$ cat src/rtl/mem_sched.sv
// Single-port memory scheduler: shares one synchronous RAM port between
// instruction fetch and data load/store, with alternating arbitration and a watchdog.
module mem_sched #(
  parameter int ADDR_W  = 32,
  parameter int DATA_W  = 32,
  parameter int TIMEOUT = 15
) (
  input  logic              clk,
  input  logic              rst,
  input  logic              if_req,
  input  logic [ADDR_W-1:0] if_addr,
  output logic              if_ack,
  output logic [DATA_W-1:0] if_rdata,
  input  logic              d_req,
  input  logic              d_we,
  input  logic [ADDR_W-1:0] d_addr,
  input  logic [DATA_W-1:0] d_wdata,
  output logic              d_ack,
  output logic [DATA_W-1:0] d_rdata,
  output logic              mem_req,
  output logic              mem_we,
  output logic [ADDR_W-1:0] mem_addr,
  output logic [DATA_W-1:0] mem_wdata,
  input  logic [DATA_W-1:0] mem_rdata,
  input  logic              mem_ack,
  output logic              stall,
  output logic              bus_err
);

  localparam int CNT_W = (TIMEOUT > 0) ? $clog2(TIMEOUT + 1) : 1;
  localparam bit WD_EN = (TIMEOUT != 0);

  typedef enum logic [1:0] {IDLE, FETCH, DATA, DONE} state_t;

  // The last-grant bit also identifies the owner of the access being completed.
  localparam logic GRANT_I = 1'b0;
  localparam logic GRANT_D = 1'b1;

  state_t            state, state_n;
  logic              last, last_n;
  logic [CNT_W-1:0]  cnt, cnt_n;
  logic              mem_req_n, mem_we_n;
  logic [ADDR_W-1:0] mem_addr_n;
  logic [DATA_W-1:0] mem_wdata_n;
  logic              if_ack_n, d_ack_n;
  logic [DATA_W-1:0] if_rdata_n, d_rdata_n;
  logic              bus_err_n;
  logic              timeout_hit;

  assign timeout_hit = WD_EN && (cnt == CNT_W'(TIMEOUT));
  assign stall       = (if_req & ~if_ack) | (d_req & ~d_ack);

  always_ff @(posedge clk) begin
    if (rst) begin
      state     <= IDLE;
      last      <= GRANT_I;
      cnt       <= '0;
      mem_req   <= 1'b0;
      mem_we    <= 1'b0;
      mem_addr  <= '0;
      mem_wdata <= '0;
      if_ack    <= 1'b0;
      d_ack     <= 1'b0;
      if_rdata  <= '0;
      d_rdata   <= '0;
      bus_err   <= 1'b0;
    end else begin
      state     <= state_n;
      last      <= last_n;
      cnt       <= cnt_n;
      mem_req   <= mem_req_n;
      mem_we    <= mem_we_n;
      mem_addr  <= mem_addr_n;
      mem_wdata <= mem_wdata_n;
      if_ack    <= if_ack_n;
      d_ack     <= d_ack_n;
      if_rdata  <= if_rdata_n;
      d_rdata   <= d_rdata_n;
      bus_err   <= bus_err_n;
    end
  end

  always_comb begin
    state_n     = state;
    last_n      = last;
    cnt_n       = cnt;
    mem_req_n   = mem_req;
    mem_we_n    = mem_we;
    mem_addr_n  = mem_addr;
    mem_wdata_n = mem_wdata;
    if_ack_n    = 1'b0;
    d_ack_n     = 1'b0;
    if_rdata_n  = if_rdata;
    d_rdata_n   = d_rdata;
    bus_err_n   = bus_err;

    case (state)
      IDLE: begin
        // The counter starts at 1 so it equals the number of cycles spent waiting.
        if (d_req && (!if_req || last == GRANT_I)) begin
          state_n     = DATA;
          last_n      = GRANT_D;
          cnt_n       = CNT_W'(1);
          mem_req_n   = 1'b1;
          mem_we_n    = d_we;
          mem_addr_n  = d_addr;
          mem_wdata_n = d_wdata;
        end else if (if_req) begin
          state_n    = FETCH;
          last_n     = GRANT_I;
          cnt_n      = CNT_W'(1);
          mem_req_n  = 1'b1;
          mem_we_n   = 1'b0;
          mem_addr_n = if_addr;
        end
      end

      FETCH, DATA: begin
        // An acknowledge on the final watchdog cycle still counts as a normal completion.
        if (mem_ack || timeout_hit) begin
          state_n   = DONE;
          cnt_n     = '0;
          mem_req_n = 1'b0;
          mem_we_n  = 1'b0;
          bus_err_n = bus_err | ~mem_ack;
          if (state == FETCH) begin
            if_ack_n   = 1'b1;
            if_rdata_n = mem_ack ? mem_rdata : '0;
          end else begin
            d_ack_n   = 1'b1;
            d_rdata_n = mem_ack ? mem_rdata : '0;
          end
        end else begin
          cnt_n = cnt + CNT_W'(1);
        end
      end

      DONE: begin
        state_n = IDLE;
      end

      default: begin
        state_n = IDLE;
      end
    endcase
  end

endmodule

$ cat config.mk
export PLATFORM = sky130hd
export DESIGN_NAME = mem_sched
export DESIGN_NICKNAME = d
export VERILOG_FILES = /design/src/rtl/mem_sched.sv
export SDC_FILE = /design/constraint.sdc
export NUM_CORES = 1
export LEC_CHECK = 0
export ABC_CLOCK_PERIOD_IN_PS = 2300
export CORE_MARGIN = 2
export CORE_UTILIZATION = 30
export DETAILED_ROUTE_END_ITERATION = 10
export RECOVER_POWER = 100
export SLEW_MARGIN = 10
export SYNTH_ARGS = -nofsm -noshare
export SYNTH_HDL_FRONTEND = slang
export SYNTH_SLANG_ARGS = --single-unit
$ cat constraint.sdc
create_clock -name clk -period 2.3 [get_ports clk]
set_input_delay 0.23 -clock clk [delete_from_list [all_inputs] [get_ports clk]]
set_output_delay 0.23 -clock clk [all_outputs]
set_load 0.01 [all_outputs]
; ---- Yosys cells after proc, flatten, opt, wreduce, memory -nomap -nowiden
; Cells that the tools add are included.
[word_totals]
out_inout_bits = 134
ff_bits = 140
in_bits = 134
[op_classes]
n_reduce_logical = 17
add_sub_neg = 1
bitwise_logic = 11
eq_ne = 6
muxes = 21
[ops]
columns = cell, n
row1 = $mux 32, 3
row2 = $mux 4, 3
row3 = $reduce_and 2->1, 5
row4 = $reduce_and 3->1, 3
row5 = $mux 1, 8
row6 = $pmux 4 s2, 1
row7 = $not 1->1, 7
row8 = $mux 2, 3
row9 = $pmux 2 s3, 1
row10 = $add 4x1->4 const B, 1
row11 = $eq 2x2->1 const B, 2
row12 = $eq 4x4->1 const B, 1
row13 = $pmux 1 s2, 2
row14 = $reduce_bool 2->1, 2
row15 = $ne 3x3->1 const B, 1
row16 = $reduce_or 3->1, 1
row17 = $and 1x1->1, 2
row18 = $eq 2x1->1 const B, 1
row19 = $logic_not 2->1, 1
row20 = $logic_or 1x1->1, 2
row21 = $ne 2x2->1 const B, 1
row22 = $or 1x1->1, 2
row23 = $reduce_or 2->1, 1
row24 = $logic_and 1x1->1, 1
row25 = $logic_not 1->1, 1

; ---- Longest topological paths before layout
; Gate-level depths: netlist of run 1.
[depth]
depth_word = 5
ltp_mapped = 7
mapped_depth_nobuf = 5

; ---- Least setup slack after synthesis of run 1
; OpenSTA, ideal clock, no wires.
[synth_path]
kind = register to register
start = reg state[0]
end = reg mem_req
path_stages_with_launch = 7
setup_ps = 136
arrival_time_ps = 1514
path_slack_ps = 650
t_required_ps = 2164
cell_sequence = dfxtp_1 -> inv_1 -> ha_1 -> and2b_1 -> buf_6 -> a211oi_1 -> o21ai_0
[synth_between]
elab_chain_cells = 4
word_cells_on_any_way = 9
classes_between = eq/ne (4) / mux (1) / reduce/logical (4)
[synth_lines]
columns = element, line_no
row1 = start: declaration, 39  ; state_t state, state_n;
row2 = start signal: assignment, 68  ; state <= state_n;
row3 = $eq 2x1->1 / $eq 2x2->1 (equally long branches), 97  ; case (state)
row4 = $reduce_or 2->1, 97
row5 = $ne 2x2->1 (no source line) / $reduce_bool 2->1 (equally long branches), -
row6 = $reduce_and 3->1 (no source line), -
row7 = end signal: assignment, 71  ; mem_req <= mem_req_n;
row8 = end: declaration, 20  ; output logic mem_req,
; Several ways; a longest one is shown, not always the timed one.
; A chain may end at the register's enable or synchronous reset.

; ---- Final worst setup path of run 1
[layout_path]
start = reg state[0]
end = reg if_rdata[31]
[layout_between]
elab_chain_cells = 3
word_cells_on_any_way = 4
classes_between = eq/ne (2) / reduce/logical (2)
[layout_lines]
columns = element, line_no
row1 = $eq 2x1->1 / $eq 2x2->1 (equally long branches), "97, 126"
row2 = $reduce_or 2->1, 97
row3 = $reduce_and 3->1 (no source line) *, -
row4 = end signal: assignment, 77  ; if_rdata <= if_rdata_n;
row5 = end: declaration, 13  ; output logic [DATA_W-1:0] if_rdata,
; Every way passes the cells marked *; elsewhere a longest branch is shown, timed or not.

==> results by group, run 1 <==
Power
  – Power per Cell Area: 998 nW/um2
  – Leakage power: between 3 and 4 nW
  – Peak supply drop: 0.000586 V
  – Tot Pwr: around 9 mW

Finish
  – Area delta synth->final: 62.7%
  – N_diodes: 0
  – Nets: around 1100
  – Storage cell area: between 2000 and 3000 um2
  – Share of post-route cells with drive strength above 1: 6.24%
  – Filler cells: about 1800
  – Multi-input gate area in the final layout: 2400 um2

Yosys
  – Synth warn: 0
  – Async set-reset flop share out of synthesis: 0%
  – Synth Register Bits: 140
  – Synth Net Count: 819
  – Synth Flop Type: dfxtp_1
  – Largest cells by area after synthesis: dfxtp_1 (51%), a21oi_1 (9.3%), nand2_1 (9.0%)
  – Post-Syn Area per Cell: around 8.1 um2
  – Synthesized area: 5490 um2
  – Register area share after synthesis: 51.0%
  – Most numerous cell in the Yosys netlist: dfxtp_1
  – EDFF count, synth: 0
  – Most instantiated cells after synthesis: dfxtp_1 (140), nand2_1 (131), a21oi_1 (102), o21ai_0 (96), clkbuf_1 (43)
  – Area share of the largest cell type after synthesis: between 50% and 60%
  – Area leader, netlist: dfxtp_1
  – Netlist cell types: 40
  – Mapped Cells: a little under 700

Timing
  – Setup Viol. Count Final: 0
  – Worst hold slack: between 300 and 400 ps
  – Slew @ Worst Pin: between 800 and 900 ps
  – RSZ-0062 raised after global routing: no
  – Final Hold Vio Count: 0
  – Fin Clk Skew: roughly 6.5 ps
  – Slew margin rel.: between 40% and 50%
  – Crit share post-route: between 80% and 90%
  – Final Max Slew Viols: 0
  – Fin Setup TNS: 0 ps
  – FMAX: between 0.5 and 0.6 GHz
  – Final worst path period need: 1970 ps

Die
  – IO Pins: roughly 270
  – Die area: 19400 um2
  – Core footprint: 18000 um2
  – Die height: approximately 140 um
  – Starting density of the core: between 30% and 40%
  – Core Rows: 49
  – Die X-Extent: roughly 140 um

Worst setup path
  – Crit path kind: reg2reg
  – Critical Path Fanout Max: 32
  – Critical-path top delay cell: clkbuf_2
  – Worst path cell trace: inv_1, ha_1, and3_2, clkbuf_2, nand2_1, a21oi_1
  – Worst R2R Path Depth: 6
  – Critical Path Max Stage Delay: just under 600 ps
  – Startpoint class of the critical path: flip-flop
  – FF-to-FF Start: state[0]
  – Critical path arrival: about 2300 ps
  – CP Capture Type: flip-flop
  – RR Endpoint: if_rdata[31]
  – Required @ worst endpoint: about 2600 ps
  – R2r setup slk: 330 ps

Global routing
  – Largest net degree at the start of global routing: 69
  – Initial antenna violation count: 0
  – First-pass GRT wire length: between 20000 and 30000 um
  – Vias in the first global route: 5510
  – GRT overflow: 0
  – Global Route Usage Sum: 18.9%

Clock tree
  – Worst-Skew Late Latency: 410 ps
  – CTS root buffer: clkbuf_16
  – Postcts setup bufs: 0
  – Number of gates resized after CTS: 0
  – CTS buffer count: 17
  – Max clock buf depth: 2
  – Clock Sinks: 140
  – CTS H-tree depth: 4
  – CTS tree: yes
  – Hold_buf cts: 0
  – Clock-pin slew on the worst setup and hold paths: approximately 60 ps

Route
  – DRT iter0 DRCs: between 200 and 250
  – WL/cell: roughly 16 um
  – Final wirelength: 18800 um
  – First-pass iteration count of the detailed router: 4
  – Vias post-DR: around 5700
  – Vias/cell: a little under 5
  – DRT antenna net count: 0
  – DRC: 0

Worst hold path
  – Hold EP: mem_wdata[19]
  – HP Start: d_wdata[19]
  – WHS Path Cells: 3
  – HP Class: in2reg

Place
  – Placer congestion estimate: about 0.76
  – Dpl hpwl: approximately 12000 um
  – Port Buf Inserts: ~270

Run status
  – Status: finished clean

Job
  – Max-Cap Viols: 0
[critical path, delay by kind of cell, from the launching register on]
kind / cells / cell delay, ps
compound gates: 1 / 150
buf+inv: 2 / 640
fa+ha+maj: 1 / 400
simple gates: 2 / 340
flops: 1 / 350
[registers in the layout, summed over array words and instances (netlist names)]
signal	cells
d_rdata	32
if_rdata	32
mem_addr	32
mem_wdata	32
cnt	4
state	2
bus_err	1
d_ack	1
if_ack	1
last	1
mem_req	1
mem_we	1
[metal layers]
layer	track usage [%]	share of wire (%)	vias to the layer above
met5	0	0	-
met3	5.61	6.5	29
met2	30.1	46	184
li1	-	-	2854
met4	7.92	2.6	0
met1	24.1	45	2611
[stage by stage]
step	std cells	setup slack (ps)	area, um2	util (%)
floorplan	682	650	5490	-
global placement	1127	413	8400	46.8
finish	1159	325	8940	49.8
CTS	1159	407	8960	49.9
detailed placement	1127	371	8400	46.8
global route	1159	126	8940	49.8
[kinds of logic after synthesis]
family / after synthesis / share of synthesized area, %
fa+ha+maj: 3 / 0.683
compound gates: 248 / 25.6
simple gates: 218 / 17.0
flops: 140 / 51.0
buf+inv: 73 / 5.69
[area by class of cell]
class                           count  share of cell area [%]
Sequential cell                   140                    31.4
Timing Repair Buffer              282                    32.1
Clock inverter                     12                    1.01
Multi-Input combinational cell    469                    26.9
Tap cell                          229                    3.21
Clock buffer                       20                    5.22
Inverter                            7                   0.294
[cell usage in the layout, fill, tap and decap left out, drive strengths merged, types with 9 or more instances in the layout]
cell type	n
dfxtp	140
dlygate4sd3	134
clkdlybuf4s50	132
nand2	131
a21oi	102
o21ai	99
nor2	34
nand3	34
a311oi	32
clkbuf	23
buf	13
inv	9
[how the worst max path moves through the flow]
| stage | startpoint | to | slack, ps |
|---|---|---|---|
| after floorplan | state[0] | mem_req | 650 |
| after global placement | mem_ack | mem_req | 410 |
| after detailed placement | mem_ack | mem_req | 370 |
| after CTS | state[0] | mem_req | 410 |
| after global routing | state[0] | if_rdata[2] | 130 |
| final | state[0] | if_rdata[31] | 330 |
[report_power, final]
| part | switching (mW) | leakage, nW | internal, mW | total (mW) |
|---|---|---|---|---|
| clock | 1.08 | 0.257 | 1.47 | 2.55 |
| sequential | 0.201 | 1.14 | 2.90 | 3.10 |
| combinational | 1.88 | 2.12 | 1.39 | 3.27 |
Power figures use the tool's default switching activity.
==> run 2, diff against run 1 <==
--- a/config.mk
+++ b/config.mk
@@ -6,9 +6,12 @@
 export NUM_CORES = 1
 export LEC_CHECK = 0
 export ABC_CLOCK_PERIOD_IN_PS = 2300
+export CELL_PAD_IN_SITES_DETAIL_PLACEMENT = 0
+export CELL_PAD_IN_SITES_GLOBAL_PLACEMENT = 1
 export CORE_MARGIN = 2
-export CORE_UTILIZATION = 30
+export CORE_UTILIZATION = 28
 export DETAILED_ROUTE_END_ITERATION = 10
+export PLACE_DENSITY_LB_ADDON = 0.1
 export RECOVER_POWER = 100
 export SLEW_MARGIN = 10
 export SYNTH_ARGS = -nofsm -noshare
==> run 2 against run 1 <==
  * Worst setup slack lost 43 ps
  * Total power grew 3.0%
  * Routed wire length grew 4.5%
  * Sequential power is essentially flat
  * Critical path type is now in2out
  * Critical endpoint is now stall
==> results by group, run 2 (synthesis results as in run 1) <==
Die
  – Core footprint: 19300 um2 (+7.6%)
  – Die area: 20800 um2 (+6.9%)
  – Die X-Extent: 144 um (+3.4%)
  – Core Rows: 51 (+4.1%)
  – Die height: 144 um (+3.4%)
  – IO Pins: 268 (unchanged)
  – Starting density of the core: 28.4% (-2.2 points)

Global routing
  – First-pass GRT wire length: 30200 um (+1.2%)
  – Global Route Usage Sum: 18.5% (-0.44 points)
  – GRT overflow: 0 (unchanged)
  – Initial antenna violation count: 0 (unchanged)
  – Vias in the first global route: 5703 (+3.5%)
  – Largest net degree at the start of global routing: 73 (+5.8%)

Timing
  – Slew margin rel.: 44.0% (+3.0 points)
  – Final Max Slew Viols: 0 (unchanged)
  – Slew @ Worst Pin: 839 ps (-45.6 ps)
  – Fin Setup TNS: 0 ps (unchanged)
  – FMAX: 0.496 GHz (-2.1%)
  – Crit share post-route: 87.7% (+1.9 points)
  – Final Hold Vio Count: 0 (unchanged)
  – Final worst path period need: 2020 ps (+42.9 ps)
  – Setup Viol. Count Final: 0 (unchanged)
  – RSZ-0062 raised after global routing: no
  – Fin Clk Skew: 12.2 ps (+5.70 ps)

Route
  – WL/cell: 16.4 um (+1.2%)
  – DRT antenna net count: 0 (unchanged)
  – DRT iter0 DRCs: 314 (+28%)
  – Vias/cell: 4.87 (-0.55%)
  – DRC: 0 (unchanged)
  – First-pass iteration count of the detailed router: 6 (+2)
  – Vias post-DR: 5827 (+2.6%)
  – Final wirelength: 19600 um (+4.5%)

Clock tree
  – Max clock buf depth: 2 (unchanged)
  – Hold_buf cts: 0 (unchanged)
  – Number of gates resized after CTS: 0 (unchanged)
  – Clock-pin slew on the worst setup and hold paths: 60 ps (about the same)
  – CTS root buffer: clkbuf_16
  – Postcts setup bufs: 0 (unchanged)
  – CTS H-tree depth: 4 (unchanged)
  – Clock Sinks: 140 (unchanged)
  – CTS buffer count: 17 (unchanged)
  – Worst-Skew Late Latency: 420 ps (about the same)
  – CTS tree: yes

Worst setup path
  – Critical-path top delay cell: dlygate4sd3_1
  – Critical Path Fanout Max: 6 (-81%)
  – Required @ worst endpoint: 2070 ps (-570 ps)
  – RR Endpoint: if_rdata[17]
  – Crit path max-delay family: buffers and inverters
  – FF-to-FF Start: state[0]
  – WP buf/inv: 3 (+1)
  – Worst R2R Path Depth: 6 (unchanged)
  – Worst path cell trace: dlygate4sd3_1, inv_1, o22ai_1, clkdlybuf4s50_1
  – Critical path arrival: 1790 ps (-520 ps)
  – CP Capture Type: output port
  – Critical Path Max Stage Delay: 700 ps (+110 ps)
  – Crit path kind: in2out
  – Startpoint class of the critical path: input pin
  – R2r setup slk: 340 ps (about the same)

Finish
  – Multi-input gate area in the final layout: 2400 um2 (about the same)
  – Nets: 1055 (+0.095%)
  – Post-route cell area: 8990 um2 (+0.63%)
  – Share of post-route cells with drive strength above 1: 6.12% (-0.11 points)
  – Most frequent cells in the layout: dfxtp_1 (140), dlygate4sd3_1 (134), clkdlybuf4s50_1 (132), nand2_1 (131), a21oi_1 (102)
  – Area delta synth->final: 63.8%
  – Storage cell area: 2800 um2 (unchanged)
  – Filler cells: 1861 (+5.1%)
  – N_diodes: 0 (unchanged)
  – Commonest non-fill, non-tap cell in the layout: dfxtp_1

Power
  – Power per Cell Area: 1020 nW/um2 (+2.4%)
  – Internal Power: 5.96 mW (+3.4%)
  – Peak supply drop: 0.000497 V (-15%)
  – Reg power frac: 33.9% (-0.9 points)
  – Clock power frac: 30.4% (+1.8 points)
  – Leakage power: 3.54 nW (+0.50%)
  – Combinational power share: 35.7% (-0.9 points)
  – Sw power: 3.23 mW (+2.3%)
  – Sw Share: 35.2% (-0.26 points)

Place
  – Port Buf Inserts: 267 (unchanged)
  – Dpl hpwl: 13200 um (+7.2%)
  – Placer congestion estimate: 0.749 (-2.0%)
  – Post-DP Area: 8400 um2 (about the same)

Job
  – Max-Cap Viols: 0 (unchanged)

Worst hold path
  – HP Start: rst
  – Hold EP: bus_err
  – HP Class: in2reg
  – WHS Path Cells: 2 (-1)

Run status
  – Status: finished clean
## run 2: area by class of cell
class	count	area share, %
Tap cell	265	3.69
Inverter	7	0.292
Timing Repair Buffer	283	31.5
Clock buffer	19	4.92
Multi-Input combinational cell	469	26.7
Sequential cell	140	31.2
Clock inverter	13	1.71
## run 2: through the flow
stage | hold slack (ps) | instances | power, mW | setup slack, ps | util (%)
5_1_grt | 236 | 1196 | 9.81 | 139 | 46.5
3_3_place_gp | 460 | 1164 | 6.59 | 352 | 43.5
6_report | 238 | 1196 | 9.19 | 282 | 46.5
4_1_cts | 223 | 1196 | 9.52 | 320 | 46.5
3_5_place_dp | 465 | 1164 | 6.67 | 325 | 43.5
2_1_floorplan | 366 | 682 | 4.97 | 650 | -
## run 2: power groups by stage
stage / logic [mW] / registers (mW) / clock network (mW)
global route: 3.65 / 3.17 / 2.98
detailed placement: 3.49 / 3.19 / 0
floorplan: 1.61 / 3.37 / 0
global placement: 3.43 / 3.16 / 0
CTS: 3.50 / 3.14 / 2.88
finish: 3.28 / 3.11 / 2.79
## run 2: routing by layer
metal / vias up / GRT usage, % / wire (um)
li1: 2854 / - / -
met1: 2771 / 22.4 / 8490
met2: 181 / 31.3 / 9540
met3: 21 / 5.33 / 1240
met4: 0 / 6.66 / 346
met5: - / 0 / 0
## run 2: worst max-delay path by stage
stage          cells after the start           to     start
5_1_grt                            6  d_rdata[26]  state[0]
3_5_place_dp                       4        stall    if_req
6_report                           4        stall    if_req
4_1_cts                            4        stall    if_req
3_3_place_gp                       4        stall    if_req
2_1_floorplan                      6      mem_req  state[0]
==> run 3, diff against run 2 <==
--- a/config.mk
+++ b/config.mk
@@ -11,6 +11,7 @@
 export CORE_MARGIN = 2
 export CORE_UTILIZATION = 28
 export DETAILED_ROUTE_END_ITERATION = 10
+export GPL_TIMING_DRIVEN = 0
 export PLACE_DENSITY_LB_ADDON = 0.1
 export RECOVER_POWER = 100
 export SLEW_MARGIN = 10
==> run 3 against run 2 <==
  * Clock skew is 3.2 ps higher
  * Clock power grew 9.0%
  * Cell area is 1.3% higher
  * Largest cell class unchanged
  * Largest power group unchanged
==> results by group, run 3 (synthesis results as in run 1) <==
Power
  – Internal Power: 6.17 mW (+3.6%)
  – Clock power frac: 32.0% (+1.6 points)
  – Power per Cell Area: 1040 nW/um2 (+1.9%)
  – Sw Share: 35.0% (-0.20 points)
  – Sw power: 3.32 mW (+2.7%)
  – Peak supply drop: 0.000511 V (+2.8%)
  – Leakage power: 3.60 nW (+1.6%)
  – Reg power frac: 32.8% (-1.1 points)
  – Tot Pwr: 9.49 mW (+3.3%)
  – Combinational power share: 35.3% (-0.4 points)

Finish
  – Multi-input gate area in the final layout: 2370 um2 (-1.1%)
  – Filler cells: 1953 (+4.9%)
  – Post-route insts no fill: 1245 (+4.1%)
  – Nets: 1104 (+4.6%)
  – Share of post-route cells with drive strength above 1: 5.71% (-0.41 points)
  – Storage cell area: 2800 um2 (unchanged)
  – Commonest non-fill, non-tap cell in the layout: dfxtp_1
  – Util after Layout: 47.1% (+0.63 points)
  – Most frequent cells in the layout: dfxtp_1 (140), clkdlybuf4s50_1 (133), dlygate4sd3_1 (133), nand2_1 (131), a21oi_1 (102)
  – Post-route cell area: 9120 um2 (+1.3%)
  – N_diodes: 0 (unchanged)
  – Area delta synth->final: 66.0%

Worst setup path
  – Critical path arrival: 2390 ps (+600 ps)
  – Worst path cell trace: ha_1, a31oi_1, buf_2, clkbuf_1, o21ai_0, a21oi_1
  – CP Capture Type: flip-flop
  – Required @ worst endpoint: 2640 ps (+570 ps)
  – Worst R2R Path Depth: 6 (unchanged)
  – RR Endpoint: if_rdata[27]
  – Critical Path Fanout Max: 10 (+4)
  – Crit path kind: reg2reg
  – Critical Path Max Stage Delay: 420 ps (-280 ps)
  – Startpoint class of the critical path: flip-flop
  – R2r setup slk: 250 ps (-90 ps)
  – Critical-path top delay cell: clkbuf_1
  – FF-to-FF Start: cnt[0]

Clock tree
  – Clock Sinks: 140 (unchanged)
  – CTS tree: yes
  – Hold_buf cts: 0 (unchanged)
  – CTS root buffer: clkbuf_16
  – Clock-pin slew on the worst setup and hold paths: 70 ps (about the same)
  – Postcts setup bufs: 0 (unchanged)
  – Max clock buf depth: 2 (unchanged)
  – Number of gates resized after CTS: 0 (unchanged)
  – Worst-Skew Late Latency: 420 ps (about the same)
  – CTS buffer count: 17 (unchanged)
  – CTS H-tree depth: 4 (unchanged)

Place
  – Placer congestion estimate: 0.750 (about the same)
  – Pre-CTS setup slack: 149 ps (-176 ps)
  – Dpl cells: 1213 (+4.2%)
  – Port Buf Inserts: 266 (-0.37%)
  – Post-DP Area: 8490 um2 (+1.0%)
  – Dpl hpwl: 15000 um (+14%)

Die
  – Die height: 144 um (unchanged)
  – IO Pins: 268 (unchanged)
  – Core footprint: 19300 um2 (unchanged)
  – Die X-Extent: 144 um (unchanged)
  – Die area: 20800 um2 (unchanged)
  – Core Rows: 51 (unchanged)
  – Starting density of the core: 28.4% (unchanged)

Worst hold path
  – HP Start: d_wdata[12]
  – WHS Path Cells: 3 (+1)
  – HP Class: in2reg
  – Hold EP: mem_wdata[12]

Route
  – DRC: 0 (unchanged)
  – WL/cell: 16.5 um (+0.48%)
  – Final wirelength: 20500 um (+4.6%)
  – DRT iter0 DRCs: 247 (-21%)
  – DRT antenna net count: 0 (unchanged)
  – Vias/cell: 4.72 (-3.1%)
  – First-pass iteration count of the detailed router: 4 (-2)
  – Vias post-DR: 5879 (+0.89%)

Timing
  – Fin Clk Skew: 15.4 ps (+3.22 ps)
  – Final Max Slew Viols: 0 (unchanged)
  – Final Hold Vio Count: 0 (unchanged)
  – RSZ-0062 raised after global routing: no
  – Slew margin rel.: 58.9% (+15 points)
  – FMAX: 0.488 GHz (-1.5%)
  – Worst hold slack: 365 ps (+127 ps)
  – Final WS setup: 251 ps (-31.6 ps)
  – Slew @ Worst Pin: 617 ps (-222 ps)
  – Crit share post-route: 89.1% (+1.4 points)
  – Final worst path period need: 2050 ps (+31.6 ps)
  – Setup Viol. Count Final: 0 (unchanged)
  – Fin Setup TNS: 0 ps (unchanged)

Global routing
  – Vias in the first global route: 5604 (-1.7%)
  – Largest net degree at the start of global routing: 17 (-77%)
  – First-pass GRT wire length: 30900 um (+2.3%)
  – GRT overflow: 0 (unchanged)
  – Global Route Usage Sum: 19.3% (+0.75 points)
  – Initial antenna violation count: 0 (unchanged)

Job
  – Max-Cap Viols: 0 (unchanged)

Run status
  – Status: finished clean
-- run 3: worst max-delay path: cells and delay by family (launching register included) --
family	cells	cell delay (ps)
buf+inv	2	700
compound gates	3	690
flops	1	330
fa+ha+maj	1	250
-- run 3: final cells by class --
class                           count  share of cell area [%]
Buffer                             66                    3.01
Clock buffer                       18                    4.82
Tap cell                          265                    3.64
Clock inverter                     14                    2.26
Inverter                            7                   0.288
Multi-Input combinational cell    469                    26.0
Sequential cell                   140                    30.7
Timing Repair Buffer              266                    29.2
-- run 3: worst max path at each step --
stage / startpoint / end / slack, ps
detailed placement: mem_ack / d_rdata[28] / 150
global route: cnt[0] / if_rdata[24] / 50
CTS: cnt[0] / d_rdata[28] / 250
finish: cnt[0] / if_rdata[27] / 250
global placement: mem_ack / d_rdata[19] / 150
floorplan: state[0] / mem_req / 650
-- run 3: routing by layer --
layer,wire length (um),track usage (%)
met1,9420,25.9
met2,9530,30.3
met3,1340,5.76
met4,225,4.80
met5,0,0
-- run 3: power by group through the flow --
stage	sequential (mW)	clock [mW]	combinational (mW)
after CTS	3.13	3.09	3.57
after global routing	3.17	3.20	3.73
after detailed placement	3.18	0	3.56
after global placement	3.17	0	3.58
final	3.11	3.04	3.35
after floorplan	3.37	0	1.61
